**src/rtl/vga_fb_arbiter.sv**
```systemverilog
// Frame-buffer arbiter: VGA reads (deduplicated by a one-entry address tag) take priority,
// and queued pixel writes drain into repeat and blanking cycles.
module vga_fb_arbiter #(
    parameter int unsigned ADDR_W  = 16,
    parameter int unsigned DATA_W  = 24,
    parameter int unsigned FIFO_AW = 2
) (
    input  logic              clk,
    input  logic              reset,
    input  logic              rd_req,
    input  logic [ADDR_W-1:0] rd_addr,
    output logic [DATA_W-1:0] rd_data,
    output logic              rd_data_valid,
    input  logic              wr_valid,
    output logic              wr_ready,
    input  logic [ADDR_W-1:0] wr_addr,
    input  logic [DATA_W-1:0] wr_data,
    output logic [ADDR_W-1:0] mem_addr,
    output logic [DATA_W-1:0] mem_wdata,
    output logic              mem_we,
    input  logic [DATA_W-1:0] mem_rdata,
    output logic [FIFO_AW:0]  fifo_level,
    output logic [15:0]       stall_cnt
);
    localparam int unsigned DEPTH = 2 ** FIFO_AW;
    localparam int unsigned CNT_W = FIFO_AW + 1;

    logic [ADDR_W-1:0]  fifo_addr [DEPTH];
    logic [DATA_W-1:0]  fifo_data [DEPTH];
    logic [FIFO_AW-1:0] wr_ptr;
    logic [FIFO_AW-1:0] rd_ptr;
    logic [CNT_W-1:0]   count;
    logic               last_valid;
    logic [ADDR_W-1:0]  last_addr;
    logic [1:0]         inflight;
    logic               full;
    logic               push;
    logic               do_read;
    logic               do_write;

    assign full       = (count == CNT_W'(DEPTH));
    assign wr_ready   = !full && !reset;
    assign push       = wr_valid && wr_ready;
    assign do_read    = rd_req && (!last_valid || (rd_addr != last_addr));
    assign do_write   = !do_read && (count != '0);
    assign fifo_level = count;

    // Entry storage needs no reset: occupancy lives entirely in count.
    always_ff @(posedge clk) begin
        if (push) begin
            fifo_addr[wr_ptr] <= wr_addr;
            fifo_data[wr_ptr] <= wr_data;
        end
    end

    always_ff @(posedge clk or posedge reset) begin
        if (reset) begin
            mem_addr      <= '0;
            mem_wdata     <= '0;
            mem_we        <= 1'b0;
            rd_data       <= '0;
            rd_data_valid <= 1'b0;
            wr_ptr        <= '0;
            rd_ptr        <= '0;
            count         <= '0;
            last_valid    <= 1'b0;
            last_addr     <= '0;
            inflight      <= '0;
            stall_cnt     <= '0;
        end else begin
            mem_we <= 1'b0;
            if (do_read) begin
                mem_addr   <= rd_addr;
                last_addr  <= rd_addr;
                last_valid <= 1'b1;
            end else if (do_write) begin
                mem_addr  <= fifo_addr[rd_ptr];
                mem_wdata <= fifo_data[rd_ptr];
                mem_we    <= 1'b1;
                rd_ptr    <= rd_ptr + FIFO_AW'(1);
                // A write to the cached address makes the tag stale.
                if (fifo_addr[rd_ptr] == last_addr) begin
                    last_valid <= 1'b0;
                end
            end

            if (push) begin
                wr_ptr <= wr_ptr + FIFO_AW'(1);
            end
            case ({push, do_write})
                2'b10:   count <= count + CNT_W'(1);
                2'b01:   count <= count - CNT_W'(1);
                default: count <= count;
            endcase

            // Two-stage tracker: address out, RAM samples, data captured.
            inflight      <= {inflight[0], do_read};
            rd_data_valid <= inflight[1];
            if (inflight[1]) begin
                rd_data <= mem_rdata;
            end

            if (wr_valid && full && (stall_cnt != 16'hFFFF)) begin
                stall_cnt <= stall_cnt + 16'd1;
            end
        end
    end
endmodule

```
**config.mk**
```make
export PLATFORM = sky130hd
export DESIGN_NAME = vga_fb_arbiter
export DESIGN_NICKNAME = d
export VERILOG_FILES = /design/src/rtl/vga_fb_arbiter.sv
export SDC_FILE = /design/constraint.sdc
export NUM_CORES = 1
export LEC_CHECK = 0
export CAP_MARGIN = 25
export CORE_MARGIN = 2
export CORE_UTILIZATION = 48
export CTS_CLUSTER_SIZE = 25
export DETAILED_ROUTE_END_ITERATION = 10
export HOLD_SLACK_MARGIN = 0.12
export PLACE_DENSITY_LB_ADDON = 0.12
export SLEW_MARGIN = 0
export SYNTH_ARGS = -nofsm -noshare
export SYNTH_HDL_FRONTEND = slang
export SYNTH_SLANG_ARGS = --single-unit
```
**constraint.sdc**
```tcl
create_clock -name clk -period 3.5 [get_ports clk]
set_clock_uncertainty 0.15 [all_clocks]
set_input_delay 0.7 -clock clk [delete_from_list [all_inputs] [get_ports clk]]
set_output_delay 0.7 -clock clk [all_outputs]
set_load 0.02 [all_outputs]
```
==> impl_metrics.toml <==
[status]
status = "complete, no violations"

[logic_synthesis]
ys_seq_area_share_pct = 70.9
syn-cell-area_um2 = 10600
synth-seq-cells = 268
yosysWarnings = 0
synth.avg_cell_area_um2 = 17.0
syn_nets = 712
synth_edf_count = 160
synthCells = 621
synthArstFlopShare_pct = 40.3
synth_cell_type_count = 32
ys.flop_type = "edfxtp_1"

[worst_setup_path]
timing.rr.start = "last_addr[12]"
path_class = "reg2out"
worst-path-max-fanout = 6
r2r_slack_ps = 730
worst_ep_arrival_time_ps = 2230
reg2reg_to = "fifo_level[2]"
cp.required_ps = 2650
critPathSlowestCell = "clkdlybuf4s50_1"
cp-end-kind = "output port"
cp_cell_sequence = "inv_1 -> and3_1 -> nor2_1 -> clkdlybuf4s50_1"
startpoint_type = "register"
rr_worst_depth = 11
slowest_delay_ps = 690

[clock_tree]
post_cts_buffers = 0
clk_pin_slew_ps = 60
clock_latency_ps = 530
clock_path_buffers = 3
clockRootBuffer = "clkbuf_16"
clock_sinks = 268
postCtsResizedCells = 0
cts_buffers = 28
h-tree-depth = 1
cts_tree = "built"
cts_hold_buf = 0

[detailed_routing]
wl_per_cell_um = 19.1
dr.first_iter.drc_count = 173
wl_um = 21200
drc = 0
drt_first_pass_iters = 4
route.vias.total = 5782
via_per_inst = 5.19
ant_nets = 0

[pwr]
switching_share_pct = 28.7
fin_total_pwr_mw = 10.3
p_per_area_nw_per_um2 = 754
p_int_mw = 7.37
seq_power_share_pct = 41.2
p_comb_share_pct = 28.9
power_switching_mw = 2.97
p_leak_nw = 5.14
clkPwrFrac_pct = 29.9
vdd_ir_drop_max_mv = 0.549

[sta]
fin_tns_setup_ps = 0
fmax_ghz = 0.325
worst_slew_pin_slew_ps = 945
finalCriticalPeriod_ps = 3080
hold_viol = 0
holdWs_ps = 203
finalSetupViolations = 0
max_slew_margin_pct = 37.0
slew_violations = 0
finalCritPeriodShare_pct = 87.9
rsz0062_at_grt = "false"

[final_layout]
final_cell_area_um2 = 13700
stdcell_count = 1113
fin_nets = 902
final_common_cell = "clkdlybuf4s50_1"
final_cell_mix = "clkdlybuf4s50_1 (169), edfxtp_1 (160), dfrtp_1 (106), mux2_2 (61), nor2_1 (50)"
drive_gt1_share_pct = 19.1
area_growth_pct = 29.6
diodes = 0

[min_path]
hold_start = "inflight[0]"
hold_class = "reg2reg"
hold_end = "inflight[1]"
whs_path_depth = 0

[floorplan]
start_util_pct = 48.6
ioPinCount = 170
core_area_um2 = 21800
die_height_um = 152
core.rowCount = 54
dieArea_um2 = 23300
dieWidth_um = 152

[global_routing]
antenna_found_initial = 1
grt_start_max_net_pins = 68
overflow = 0
grt_pass1_wl_um = 33800
grt_pass1_vias = 6257
grt_usage_pct = 18.3

[placed_design]
dp_cells = 1061
portBuffers = 169
place_congestion = 0.806
dp.final_hpwl_um = 13700
place_area_um2 = 12700

[run]
drv_cap = 0
==> power groups by stage <==
stage | registers (mW) | logic, mW | clock network [mW]
after global placement | 4.30 | 2.97 | 0
after detailed placement | 4.33 | 3.03 | 0
after global routing | 4.33 | 3.23 | 3.30
final | 4.26 | 2.98 | 3.09
after floorplan | 4.52 | 1.60 | 0
after CTS | 4.27 | 3.05 | 3.17
==> Yosys cell counts, types with 11 or more instances <==
cell | n | area share [%]
nor2_1 | 50 | 1.8
xnor2_1 | 18 | 1.5
xor2_1 | 35 | 2.9
a21oi_1 | 36 | 1.7
edfxtp_1 | 160 | 45
mux2i_1 | 23 | 2.2
inv_1 | 12 | 0.43
dfrtp_1 | 108 | 26
mux4_2 | 27 | 5.7
clkbuf_1 | 11 | 0.39
mux2_1 | 17 | 1.8
mux2_2 | 61 | 6.5
==> sequential cells by signal, summed over array words and instances (netlist names), 3 cells and up <==
register and cells:
fifo_addr 64, mem_addr 16, fifo_data 96, stall_cnt 16
rd_data 24, mem_wdata 24, last_addr 16, fifo_level 3
==> area by class of cell <==
class,count,area [um^2]
sequential,268,7510
timing repair buffer,185,1900
clock inverter,15,208
inverter,12,48.8
multi-input combinational,316,2910
tap,280,350
fill,1596,8040
clock buffer,37,785
==> stage by stage <==
step	setup WS, ps	util, %
after floorplan	384	-
after global placement	60.2	58.5
after detailed placement	1.56	58.5
after CTS	389	63.0
after global routing	279	63.0
final	422	63.0
==> how the worst max path moves through the flow <==
stage,startpoint,endpoint,cells after the start
finish,fifo_level[0],wr_ready,4
global route,fifo_level[0],wr_ready,4
CTS,fifo_level[0],wr_ready,4
detailed placement,rd_addr[12],fifo_level[2],12
global placement,rd_addr[2],fifo_level[2],12
floorplan,rd_addr[5],fifo_level[2],13
==> cell families after synthesis <==
| family | after synthesis | synth area share [%] |
|---|---|---|
| compound gates | 40 | 2.08 |
| xor+xnor | 53 | 4.39 |
| fa+ha+maj | 7 | 0.899 |
| buf+inv | 37 | 1.64 |
| flops | 268 | 70.9 |
| mux | 128 | 16.2 |
| simple gates | 88 | 3.83 |
==> per-layer routing <==
layer  part of all wire [%]  track usage, %
met1                     41            23.0
met2                     52            33.0
met3                    6.0            4.07
met4                    1.3            3.57
met5                      0               0
==> critical path: cells and delay by family, from the launching register on <==
family                 cells  cell delay [ps]
buffers and inverters      2              800
and+or+nand+nor            2              480
DFF                        1              430
(Power assumes the default switching activity.)
